File: src/rtl/accel_pkg.sv
// Shared definitions for the accelerometer averaging path: FSM encodings,
// per-axis control strobes and width helpers.
package accel_pkg;

    localparam int P_DATA_W_DEF = 16;

    localparam logic [1:0] S_IDLE  = 2'd0;
    localparam logic [1:0] S_ACCUM = 2'd1;
    localparam logic [1:0] S_EMIT  = 2'd2;

    typedef struct packed {
        logic load;
        logic update;
        logic emit;
        logic clear;
    } axis_ctrl_t;

    // Bits needed to hold values 0..value-1.
    function automatic int clogb2(input int value);
        int res;
        res = 0;
        for (int v = value - 1; v > 0; v = v >> 1) begin
            res++;
        end
        return res;
    endfunction

    // The running sum of 2^avg_log2 samples needs avg_log2 extra bits.
    function automatic int acc_w(input int data_w, input int avg_log2);
        return data_w + avg_log2;
    endfunction

endpackage

File: src/rtl/accel_avg_filter_if.sv
// Sample input / averaged output bundle between the ADXL362 controller side
// and the averaging filter. The filter takes the slave modport.
interface accel_avg_filter_if
    import accel_pkg::*;
#(
    parameter int P_DATA_W = P_DATA_W_DEF,
    parameter int P_OVR_W  = 8
) ();
    // sample_rdy_i is a level or pulse: a sample is offered on each rising edge,
    // there is no back-pressure; edges arriving while the filter is busy are
    // dropped and counted in overrun_o. valid_o is a one-cycle strobe.
    logic [P_DATA_W-1:0] ax_i;
    logic [P_DATA_W-1:0] ay_i;
    logic [P_DATA_W-1:0] az_i;
    logic                sample_rdy_i;
    logic                clear_i;
    logic [P_DATA_W-1:0] avg_x_o;
    logic [P_DATA_W-1:0] avg_y_o;
    logic [P_DATA_W-1:0] avg_z_o;
    logic                valid_o;
    logic                primed_o;
    logic [P_OVR_W-1:0]  overrun_o;
    logic [1:0]          dbg_state_o;

    modport slave (
        input  ax_i, ay_i, az_i, sample_rdy_i, clear_i,
        output avg_x_o, avg_y_o, avg_z_o, valid_o, primed_o, overrun_o, dbg_state_o
    );

    modport master (
        output ax_i, ay_i, az_i, sample_rdy_i, clear_i,
        input  avg_x_o, avg_y_o, avg_z_o, valid_o, primed_o, overrun_o, dbg_state_o
    );

endinterface

File: src/rtl/accel_axis_avg.sv
// One axis of the boxcar filter: circular sample buffer, running sum, write
// pointer and average register, sequenced by strobes from the top-level FSM.
module accel_axis_avg
    import accel_pkg::*;
#(
    parameter int P_DATA_W   = P_DATA_W_DEF,
    parameter int P_AVG_LOG2 = 3
) (
    input  logic                clk_i,
    input  logic                rst_ni,
    input  axis_ctrl_t          ctrl_i,
    input  logic [P_DATA_W-1:0] sample_i,
    output logic [P_DATA_W-1:0] avg_o
);
    localparam int N     = 1 << P_AVG_LOG2;
    localparam int ACC_W = acc_w(P_DATA_W, P_AVG_LOG2);

    logic [P_DATA_W-1:0]     mem_q [N];
    logic [P_DATA_W-1:0]     mem_d [N];
    logic [P_DATA_W-1:0]     sample_q, sample_d;
    logic [P_DATA_W-1:0]     oldest_q, oldest_d;
    logic signed [ACC_W-1:0] sum_q, sum_d;
    logic [P_AVG_LOG2-1:0]   ptr_q, ptr_d;
    logic [P_DATA_W-1:0]     avg_q, avg_d;
    logic signed [ACC_W-1:0] samp_ext;
    logic signed [ACC_W-1:0] old_ext;

    assign samp_ext = ACC_W'($signed(sample_q));
    assign old_ext  = ACC_W'($signed(oldest_q));

    always_comb begin
        mem_d    = mem_q;
        sample_d = sample_q;
        oldest_d = oldest_q;
        sum_d    = sum_q;
        ptr_d    = ptr_q;
        avg_d    = avg_q;
        if (ctrl_i.clear) begin
            for (int i = 0; i < N; i++) begin
                mem_d[i] = '0;
            end
            sample_d = '0;
            oldest_d = '0;
            sum_d    = '0;
            ptr_d    = '0;
            avg_d    = '0;
        end else begin
            if (ctrl_i.load) begin
                sample_d = sample_i;
                oldest_d = mem_q[ptr_q];
            end
            // The evicted entry is zero until the window first fills, which
            // gives the zero-padded partial average before priming.
            if (ctrl_i.update) begin
                sum_d        = sum_q + samp_ext - old_ext;
                mem_d[ptr_q] = sample_q;
                ptr_d        = ptr_q + 1'b1;
            end
            if (ctrl_i.emit) begin
                avg_d = P_DATA_W'(sum_q >>> P_AVG_LOG2);
            end
        end
    end

    always_ff @(posedge clk_i) begin
        if (!rst_ni) begin
            for (int i = 0; i < N; i++) begin
                mem_q[i] <= '0;
            end
            sample_q <= '0;
            oldest_q <= '0;
            sum_q    <= '0;
            ptr_q    <= '0;
            avg_q    <= '0;
        end else begin
            mem_q    <= mem_d;
            sample_q <= sample_d;
            oldest_q <= oldest_d;
            sum_q    <= sum_d;
            ptr_q    <= ptr_d;
            avg_q    <= avg_d;
        end
    end

    assign avg_o = avg_q;

endmodule

File: src/rtl/accel_avg_filter.sv
// Per-axis boxcar moving average over 2^P_AVG_LOG2 ADXL362 samples, with
// rising-edge sample capture, fill tracking and a saturating overrun count.
module accel_avg_filter
    import accel_pkg::*;
#(
    parameter int P_DATA_W   = P_DATA_W_DEF,
    parameter int P_AVG_LOG2 = 3,
    parameter int P_OVR_W    = 8
) (
    input  logic clk_i,
    input  logic rst_ni,
    accel_avg_filter_if.slave bus
);
    localparam int N      = 1 << P_AVG_LOG2;
    localparam int FILL_W = clogb2(N + 1);

    logic [1:0]         state_q, state_d;
    logic               rdy_q, rdy_d;
    logic [FILL_W-1:0]  fill_q, fill_d;
    logic               primed_q, primed_d;
    logic               valid_q, valid_d;
    logic [P_OVR_W-1:0] overrun_q, overrun_d;
    axis_ctrl_t         ctrl;
    logic               rise;
    logic               full;

    assign rise = bus.sample_rdy_i & ~rdy_q;
    assign full = (fill_q == FILL_W'(N));

    always_comb begin
        state_d   = state_q;
        rdy_d     = bus.sample_rdy_i;
        fill_d    = fill_q;
        primed_d  = primed_q;
        valid_d   = 1'b0;
        overrun_d = overrun_q;
        ctrl      = '0;
        // A rise coinciding with clear is discarded without counting.
        if (bus.clear_i) begin
            ctrl.clear = 1'b1;
            state_d    = S_IDLE;
            fill_d     = '0;
            primed_d   = 1'b0;
        end else begin
            if (rise && state_q != S_IDLE && overrun_q != {P_OVR_W{1'b1}}) begin
                overrun_d = overrun_q + 1'b1;
            end
            case (state_q)
                S_IDLE: begin
                    if (rise) begin
                        ctrl.load = 1'b1;
                        state_d   = S_ACCUM;
                    end
                end
                S_ACCUM: begin
                    ctrl.update = 1'b1;
                    if (!full) begin
                        fill_d = fill_q + 1'b1;
                    end
                    state_d = S_EMIT;
                end
                S_EMIT: begin
                    ctrl.emit = 1'b1;
                    primed_d  = full;
                    valid_d   = full;
                    state_d   = S_IDLE;
                end
                default: state_d = S_IDLE;
            endcase
        end
    end

    always_ff @(posedge clk_i) begin
        if (!rst_ni) begin
            state_q   <= S_IDLE;
            rdy_q     <= 1'b1;
            fill_q    <= '0;
            primed_q  <= 1'b0;
            valid_q   <= 1'b0;
            overrun_q <= '0;
        end else begin
            state_q   <= state_d;
            rdy_q     <= rdy_d;
            fill_q    <= fill_d;
            primed_q  <= primed_d;
            valid_q   <= valid_d;
            overrun_q <= overrun_d;
        end
    end

    accel_axis_avg #(.P_DATA_W(P_DATA_W), .P_AVG_LOG2(P_AVG_LOG2)) u_axis_x (
        .clk_i(clk_i), .rst_ni(rst_ni), .ctrl_i(ctrl), .sample_i(bus.ax_i), .avg_o(bus.avg_x_o)
    );
    accel_axis_avg #(.P_DATA_W(P_DATA_W), .P_AVG_LOG2(P_AVG_LOG2)) u_axis_y (
        .clk_i(clk_i), .rst_ni(rst_ni), .ctrl_i(ctrl), .sample_i(bus.ay_i), .avg_o(bus.avg_y_o)
    );
    accel_axis_avg #(.P_DATA_W(P_DATA_W), .P_AVG_LOG2(P_AVG_LOG2)) u_axis_z (
        .clk_i(clk_i), .rst_ni(rst_ni), .ctrl_i(ctrl), .sample_i(bus.az_i), .avg_o(bus.avg_z_o)
    );

    assign bus.valid_o     = valid_q;
    assign bus.primed_o    = primed_q;
    assign bus.overrun_o   = overrun_q;
    assign bus.dbg_state_o = state_q;

endmodule

File: src/flat_wrapper.sv
// flat-port wrapper written by rule: the top's interface ports become plain ports
module accel_avg_filter_flat import accel_pkg::*;
#(
    parameter int P_DATA_W   = P_DATA_W_DEF,
    parameter int P_AVG_LOG2 = 3,
    parameter int P_OVR_W    = 8
)
  (clk_i, rst_ni, bus_ax_i, bus_ay_i, bus_az_i, bus_sample_rdy_i, bus_clear_i, bus_avg_x_o, bus_avg_y_o, bus_avg_z_o, bus_valid_o, bus_primed_o, bus_overrun_o, bus_dbg_state_o);
  accel_avg_filter_if #(.P_DATA_W(P_DATA_W), .P_OVR_W(P_OVR_W)) bus_i ();
  input  logic clk_i;
  input  logic rst_ni;
  input wire logic [$bits(bus_i.ax_i)-1:0] bus_ax_i;
  input wire logic [$bits(bus_i.ay_i)-1:0] bus_ay_i;
  input wire logic [$bits(bus_i.az_i)-1:0] bus_az_i;
  input wire logic [$bits(bus_i.sample_rdy_i)-1:0] bus_sample_rdy_i;
  input wire logic [$bits(bus_i.clear_i)-1:0] bus_clear_i;
  output wire logic [$bits(bus_i.avg_x_o)-1:0] bus_avg_x_o;
  output wire logic [$bits(bus_i.avg_y_o)-1:0] bus_avg_y_o;
  output wire logic [$bits(bus_i.avg_z_o)-1:0] bus_avg_z_o;
  output wire logic [$bits(bus_i.valid_o)-1:0] bus_valid_o;
  output wire logic [$bits(bus_i.primed_o)-1:0] bus_primed_o;
  output wire logic [$bits(bus_i.overrun_o)-1:0] bus_overrun_o;
  output wire logic [$bits(bus_i.dbg_state_o)-1:0] bus_dbg_state_o;
  assign bus_i.ax_i = bus_ax_i;
  assign bus_i.ay_i = bus_ay_i;
  assign bus_i.az_i = bus_az_i;
  assign bus_i.sample_rdy_i = bus_sample_rdy_i;
  assign bus_i.clear_i = bus_clear_i;
  assign bus_avg_x_o = bus_i.avg_x_o;
  assign bus_avg_y_o = bus_i.avg_y_o;
  assign bus_avg_z_o = bus_i.avg_z_o;
  assign bus_valid_o = bus_i.valid_o;
  assign bus_primed_o = bus_i.primed_o;
  assign bus_overrun_o = bus_i.overrun_o;
  assign bus_dbg_state_o = bus_i.dbg_state_o;
  accel_avg_filter #(.P_DATA_W(P_DATA_W), .P_AVG_LOG2(P_AVG_LOG2), .P_OVR_W(P_OVR_W)) u_core (.clk_i(clk_i), .rst_ni(rst_ni), .bus(bus_i));
endmodule
File: config.mk
export PLATFORM = sky130hd
export DESIGN_NAME = accel_avg_filter_flat
export DESIGN_NICKNAME = d
export VERILOG_FILES = /design/src/rtl/accel_pkg.sv /design/src/rtl/accel_avg_filter_if.sv /design/src/rtl/accel_axis_avg.sv /design/src/rtl/accel_avg_filter.sv /design/src/flat_wrapper.sv
export SDC_FILE = /design/constraint.sdc
export NUM_CORES = 2
export LEC_CHECK = 0
export BUFFER_PORTS_ARGS = -buffer_cell sky130_fd_sc_hd__buf_2
export CAP_MARGIN = 20
export CORE_UTILIZATION = 59
export DETAILED_ROUTE_END_ITERATION = 16
export PLACE_DENSITY = 0.84
export SYNTH_ARGS = -nofsm -noshare
export SYNTH_HDL_FRONTEND = slang
export SYNTH_SLANG_ARGS = --single-unit
File: constraint.sdc
create_clock -name clk_i -period 4.3 [get_ports clk_i]
set_input_delay 0.86 -clock clk_i [delete_from_list [all_inputs] [get_ports clk_i]]
set_output_delay 0.86 -clock clk_i [all_outputs]
set_load 0.01 [all_outputs]
# [Word-level counts from Yosys, hierarchy flattened]
# Index checks and enable logic that the tools add are counted.
[word_totals] reg_bits=611 output_inout_bits=60 word_cells=114
[op_classes] add_sub_neg=11 n_lt_le_gt_ge=6 n_eq_ne=5 n_mux=26 n_bitwise=9 reduce_logical=12
[op_table] operator="$bwmux W128" n=3
[op_table] operator="$bmux W16 S3" n=3
[op_table] operator="$demux W16 S3" n=3
[op_table] operator="$mux W16" n=9
[op_table] operator="$add A19 B16 Y19" n=3
[op_table] operator="$sub A19 B16 Y19" n=3
[op_table] operator="$ge A4 B4 Y1 const B" n=3
[op_table] operator="$lt A4 B1 Y1 const B" n=3
[op_table] operator="$not A3 Y4" n=3
[op_table] operator="$add A3 B1 Y3 const B" n=3
[op_table] operator="$add A8 B1 Y8 const B" n=1
[op_table] operator="$ne A8 B8 Y1 const B" n=1
[op_table] operator="$logic_and A1 B1 Y1" n=5
[op_table] operator="$mux W1" n=5
[op_table] operator="$not A1 Y1" n=5
[op_table] operator="$add A4 B1 Y4 const B" n=1
[op_table] operator="$eq A4 B4 Y1 const B" n=1
[op_table] operator="$pmux W2 S2" n=1
[op_table] operator="$reduce_and A2 Y1" n=2
[op_table] operator="$reduce_or A2 Y1" n=2
[op_table] operator="$mux W3" n=1
[op_table] operator="$reduce_or A3 Y1" n=1
[op_table] operator="$eq A2 B1 Y1 const B" n=1
[op_table] operator="$eq A2 B2 Y1 const B" n=1
[op_table] operator="5 further kinds" n=5

# [Logic depth before layout (Yosys ltp)]
[depth] ltp_word=6 ltp_mapped=13 depth_no_buf=13

# [Hierarchy]
# Synthesis repeated with hierarchy kept, for this count alone.
[unflattened] hier_cells=3385 area_unflattened_um2=29026.6
[by_module_without_submodules] module="accel_axis_avg at u_core.u_axis_z" instances=1 cells_each=1106 area_per_inst_um2=9490.4
[by_module_without_submodules] module="accel_axis_avg at u_core.u_axis_y" instances=1 cells_each=1108 area_per_inst_um2=9425.3
[by_module_without_submodules] module="accel_axis_avg at u_core.u_axis_x" instances=1 cells_each=1088 area_per_inst_um2=9355.2
[by_module_without_submodules] module="accel_avg_filter" instances=1 cells_each=83 area_per_inst_um2=755.7

# [Least setup slack after synthesis]
# No wires, ideal clock.
[synth_path] path_kind="reg2reg" startpoint="register u_core.u_axis_z.sample_q[4]" endpoint="register u_core.u_axis_z.sum_q[13]" setup_time_ns=0.122 t_arrival_ns=2.905 required_ns=4.178 path_slack_ns=1.273 stages_incl_launch_ff=13 synth_period_minus_slack_ns=3.027 cell_sequence="dfxtp_1 > clkbuf_1 > inv_1 > fa_1 > inv_1 > ha_1 > and3_1 > a31oi_1 > o21ai_1 > o41a_1 > a31oi_2 > nor3_1 > a221o_1"
[synth_between] elab_chain_cells=2
[synth_rtl] item="from (decl)" line="accel_axis_avg.sv:20" rtl="logic [P_DATA_W-1:0] sample_q, sample_d;"
[synth_rtl] item="from (signal assigned)" line="accel_axis_avg.sv:77" rtl="sample_q <= sample_d;"
[synth_rtl] item="$add A19 B16 Y19" line="accel_axis_avg.sv:55" rtl="sum_d = sum_q + samp_ext - old_ext;"
[synth_rtl] item="$sub A19 B16 Y19" line="accel_axis_avg.sv:55"
[synth_rtl] item="to (signal assigned)" line="accel_axis_avg.sv:79" rtl="sum_q <= sum_d;"
[synth_rtl] item="to (decl)" line="accel_axis_avg.sv:22" rtl="logic signed [ACC_W-1:0] sum_q, sum_d;"
# Every way passes these cells.
# A chain may end at the register's enable or synchronous reset.

# [Worst setup path in the final report]
[layout_path] startpoint="register u_core.u_axis_y.sample_q[15]" endpoint="register u_core.u_axis_y.sum_q[18]"
[layout_between] elab_chain_cells=2
[layout_rtl] item="from (decl)" line="accel_axis_avg.sv:20"
[layout_rtl] item="from (signal assigned)" line="accel_axis_avg.sv:77"
[layout_rtl] item="$add A19 B16 Y19" line="accel_axis_avg.sv:55"
[layout_rtl] item="$sub A19 B16 Y19" line="accel_axis_avg.sv:55"
[layout_rtl] item="to (signal assigned)" line="accel_axis_avg.sv:79"
[layout_rtl] item="to (decl)" line="accel_axis_avg.sv:22"
# Every way passes these cells.

==> flow_metrics.env <==
export IMPL_outcome="complete, no violations"
export IMPL_floorplan_initialDensity_pct=60.1
export IMPL_finish_net_count=3621
export IMPL_yosys_warnings=0
export IMPL_cts_buffers_inserted=59
export IMPL_path_cells="inv_1 -> fa_1 -> inv_1 -> ha_1 -> nand4_1 -> nor3_1 -> o211ai_1 -> a21oi_1 -> nor3_1 -> nor3b_1 -> mux2i_1"
export IMPL_cp_slowest_cell="sky130_fd_sc_hd__dfxtp_1"
export IMPL_final_hold_viol_count=0
export IMPL_synth_area_mux_share_pct=9.38
export IMPL_timing_max_cap_violations=0
export IMPL_timing_clock_skew_ns=0.0209
export IMPL_synth_edff_count=0
export IMPL_power_per_cell_area_mw_per_mm2=370
export IMPL_rsz_0062_raised_after_global_routing="no"
export IMPL_cpLargestDelayFamily="adder cells"
export IMPL_ant_nets=0
export IMPL_synth_top_family_by_area="simple AND/OR/NAND/NOR gates"
export IMPL_critical_path_max_fanout=11
export IMPL_num_io_pins=112
export IMPL_dpl_hpwl_mm=47.3
export IMPL_first_global_vias=23037
export IMPL_critical_path_required_ns=4.85
export IMPL_path_class="flop to flop"
export IMPL_finish_instance_area_sq_mm=0.0315
export IMPL_cts_hold_repair_buffers=0
export IMPL_global_route_wire_length_before_repair_mm=120
export IMPL_placement_io_buffers=111
export IMPL_synth_area_top_cells="sky130_fd_sc_hd__dfxtp_1, sky130_fd_sc_hd__nand2_1, sky130_fd_sc_hd__a21oi_1"
export IMPL_final_cells=4110
export IMPL_wire_per_inst_um=18.2
export IMPL_max_clock_path_buffers=3
export IMPL_finalWeightedCongestion=0.940
export IMPL_track_usage_pct=30.0
export IMPL_utilization_after_layout_pct=65.8
export IMPL_die_area_sq_mm=0.0497
export IMPL_dp_cells=4000
export IMPL_tritoncts="built"
export IMPL_pin_count_of_the_biggest_net_entering_global_routing=229
export IMPL_slew_headroom_pct=22.3
export IMPL_synth_xor_area_share_pct=1.55
export IMPL_cts_sinks=611
export IMPL_drt_drc_violations_left=0
export IMPL_ys_ff_latch=611
export IMPL_synth_compound_area_share_pct=14.3
export IMPL_ctsHtreeMaxLevel=2
export IMPL_initial_antenna_violation_count=0
export IMPL_detailroute_via_count=24324
export IMPL_grt_overflow_total=0
export IMPL_fmaxAchievable_mhz=298
export IMPL_synthAdderAreaFrac_pct=6.62
export IMPL_finalSetupTns_ns=0
export IMPL_synth_largest_type_area_fraction_pct=42.4
export IMPL_synth_simple_gate_area_share_pct=19.0
export IMPL_hold_slack_ns=0.430
export IMPL_final_setup_viol_count=0
export IMPL_ys_dominant_reg_cell="sky130_fd_sc_hd__dfxtp_1"
export IMPL_clock_insertion_delay_worst_skew_ns=0.64
export IMPL_seq_area_frac_synth_pct=42.4
export IMPL_die_y_um=223
export IMPL_fillCellCount=3721
export IMPL_detail_route_first_pass_iterations=6
export IMPL_final_max_slew_viol_count=0
export IMPL_area_growth_syn_to_layout_pct=9.44
export IMPL_placeableCoreArea_sq_mm=0.0479
export IMPL_cts_root_buf="sky130_fd_sc_hd__clkbuf_16"
export IMPL_syn_area_sq_mm=0.0288
export IMPL_netlist_top_cell_by_area="sky130_fd_sc_hd__dfxtp_1"
export IMPL_timing_critical_path_buf_inv=2
export IMPL_hp_class="input port to flop"
export IMPL_timing_critical_path_slowest_cell_delay_ns=0.58
export IMPL_insertedDiodeCount=0
export IMPL_crit_path_start_kind="flop"
export IMPL_post_route_cells_drive_above_1_share_pct=11.4
export IMPL_finalWorstPathRequiredPeriod_ns=3.36
export IMPL_clkSlewWorstSetupHoldPaths_ns=0.06
export IMPL_placement_cell_area_sq_mm=0.0294
export IMPL_post_cts_resized_instances=0
export IMPL_detail_route_vias_per_cell=5.92
export IMPL_syn_mean_instance_area_sq_um=8.25
export IMPL_regArea_sq_mm=0.0122
export IMPL_multiInputGateArea_sq_mm=0.0147
export IMPL_synth_async_reset_ratio_pct=0
export IMPL_final_clock_period_utilization_by_the_worst_path_pct=78.1
export IMPL_die_x_um=223
export IMPL_netlist_cell_type_count=68
export IMPL_endpoint_kind="flop"
export IMPL_power_leakage_nw=10.8
export IMPL_drt_wl_total_mm=75.0
export IMPL_worst_ir_drop_vdd_uv=280
export IMPL_worst_pin_slew_ns=1.17
export IMPL_post_cts_setup_inserts=0
export IMPL_core_rowCount=80
export IMPL_synth_fp_nets=3666
export IMPL_drt_iter0_markers=2662
export IMPL_critical_path_arrival_ns=3.91
export IMPL_postSynthCellCount=3494
## worst reg2reg max path, stage by stage (launching register included)
cell and delay [ns]:
sky130_fd_sc_hd__dfxtp_1 0.58, sky130_fd_sc_hd__inv_1 0.22, sky130_fd_sc_hd__fa_1 0.58, sky130_fd_sc_hd__inv_1 0.05, sky130_fd_sc_hd__ha_1 0.42, sky130_fd_sc_hd__nand4_1 0.17
sky130_fd_sc_hd__nor3_1 0.28, sky130_fd_sc_hd__o211ai_1 0.13, sky130_fd_sc_hd__a21oi_1 0.23, sky130_fd_sc_hd__nor3_1 0.10, sky130_fd_sc_hd__nor3b_1 0.31, sky130_fd_sc_hd__mux2i_1 0.22
## sequential cells by signal, summed over array words and instances (netlist names), 2 cells and up
signal and count:
u_core.u_axis_x.sample_q 16, u_core.u_axis_x.mem_q 128, u_core.u_axis_y.mem_q 128, u_core.u_axis_y.oldest_q 16, u_core.u_axis_x.avg_o 16, u_core.u_axis_z.ptr_q 3, u_core.u_axis_z.sample_q 16, u_core.bus.dbg_state_o 2
u_core.u_axis_y.ptr_q 3, u_core.u_axis_x.sum_q 19, u_core.u_axis_x.ptr_q 3, u_core.u_axis_z.sum_q 19, u_core.fill_q 4, u_core.u_axis_z.mem_q 128, u_core.bus.overrun_o 8, u_core.u_axis_x.oldest_q 16
u_core.u_axis_z.avg_o 16, u_core.u_axis_y.avg_o 16, u_core.u_axis_z.oldest_q 16, u_core.u_axis_y.sum_q 19, u_core.u_axis_y.sample_q 16
## placed cells by master, fill, tap and decap left out, drive strengths merged, types with 5 or more instances in the layout
cell type / instances
a211oi: 55
a21o: 26
a21oi: 562
a221oi: 9
a31oi: 7
and2: 14
and3: 13
buf: 160
bufinv: 5
clkbuf: 85
clkinv: 14
dfxtp: 611
fa: 54
ha: 66
inv: 220
mux2i: 54
mux4: 96
nand2: 1077
nand2b: 15
nand3: 31
nand3b: 5
nand4: 17
nor2: 107
nor2b: 11
nor3: 26
o211ai: 8
o21ai: 37
o21bai: 5
or3: 6
xnor2: 30
xor2: 21
## worst paths after layout
check	start	endpoint	slack (ns)	cells after the start
worst max register to register	u_core.u_axis_y.sample_q[15]$_SDFFE_PP0P_	u_core.u_axis_y.sum_q[18]$_SDFFE_PP0P_	0.94	11
worst min register to register	u_core.u_axis_y.avg_o[2]$_SDFFE_PP0P_	u_core.u_axis_y.avg_o[2]$_SDFFE_PP0P_	0.45	2
worst min-delay path	bus_sample_rdy_i	u_core.rdy_q$_SDFF_PN1_	0.43	2
worst max-delay path	u_core.u_axis_y.sample_q[15]$_SDFFE_PP0P_	u_core.u_axis_y.sum_q[18]$_SDFFE_PP0P_	0.94	11
## final cells by class
| class | count | share of cell area [%] |
|---|---|---|
| Multi-Input combinational cell | 2397 | 46.5 |
| Sequential cell | 611 | 38.8 |
| Clock buffer | 85 | 5.66 |
| Timing Repair Buffer | 160 | 3.11 |
| Inverter | 220 | 2.62 |
| Tap cell | 615 | 2.44 |
| Clock inverter | 22 | 0.841 |
## cells by family (layout without fill, tap and decap cells)
| group | after synthesis | count (layout) |
|---|---|---|
| and+or+nand+nor | 1337 | 1337 |
| AOI/OAI and AO/OA | 739 | 739 |
| muxes | 150 | 150 |
| adders and majority gates | 120 | 120 |
| xor gates and xnor gates | 51 | 51 |
| DFF | 611 | 611 |
| buffers and inverters | 486 | 487 |
## report_power, final
group | internal [W] | switching (W) | leakage (nW)
logic | 0.000211 | 0.000370 | 4.87
clock network | 0.00317 | 0.00224 | 1.02
registers | 0.00567 | 0.0000211 | 4.92
total | 0.00905 | 0.00263 | 10.8
## per-layer routing
layer  GRT usage [%]  wire length (um)  up-vias
met5               0                 0        -
met4            12.3              2520        0
met3            5.02              6870      183
met2            49.4             35300     1177
met1            39.3             30300    11500
li1                -                 -    11464
## cell usage after synthesis, types with 3 or more instances
library cell               instances
sky130_fd_sc_hd__o21ai_1           9
sky130_fd_sc_hd__o211ai_1          8
sky130_fd_sc_hd__nor3_1           20
sky130_fd_sc_hd__nand4_1          17
sky130_fd_sc_hd__xnor2_1          30
sky130_fd_sc_hd__nand3b_1          5
sky130_fd_sc_hd__a221oi_1          8
sky130_fd_sc_hd__or3_1             6
sky130_fd_sc_hd__a211oi_1         55
sky130_fd_sc_hd__a31oi_1           6
sky130_fd_sc_hd__and2_1           14
sky130_fd_sc_hd__ha_1             66
sky130_fd_sc_hd__nor2b_1          11
sky130_fd_sc_hd__inv_1           219
sky130_fd_sc_hd__fa_1             54
sky130_fd_sc_hd__nor3_2            5
sky130_fd_sc_hd__buf_4             5
sky130_fd_sc_hd__and3_1           13
sky130_fd_sc_hd__clkbuf_1        169
sky130_fd_sc_hd__a21o_1           26
sky130_fd_sc_hd__nand2_1        1076
sky130_fd_sc_hd__mux4_2           96
sky130_fd_sc_hd__xor2_1           21
sky130_fd_sc_hd__o21ba_2           3
sky130_fd_sc_hd__o21ai_0          28
sky130_fd_sc_hd__nand2b_1         14
sky130_fd_sc_hd__nor4_4            3
sky130_fd_sc_hd__a21oi_1         562
sky130_fd_sc_hd__a211o_1           4
sky130_fd_sc_hd__buf_1             8
sky130_fd_sc_hd__mux2i_1          54
sky130_fd_sc_hd__nand3_1          31
sky130_fd_sc_hd__dfxtp_1         611
sky130_fd_sc_hd__buf_2            83
sky130_fd_sc_hd__nor2_1          107
sky130_fd_sc_hd__o21a_1            3
sky130_fd_sc_hd__o21bai_1          5
sky130_fd_sc_hd__a221o_1           4
## stage by stage
stage               worst slack [ns]  power (W)
floorplan                       1.27    0.00624
global route                   0.647     0.0120
global placement                1.17    0.00638
finish                         0.942     0.0117
CTS                            0.959     0.0117
detailed placement              1.07    0.00638
No activity file was read; power rests on OpenSTA's default activity.
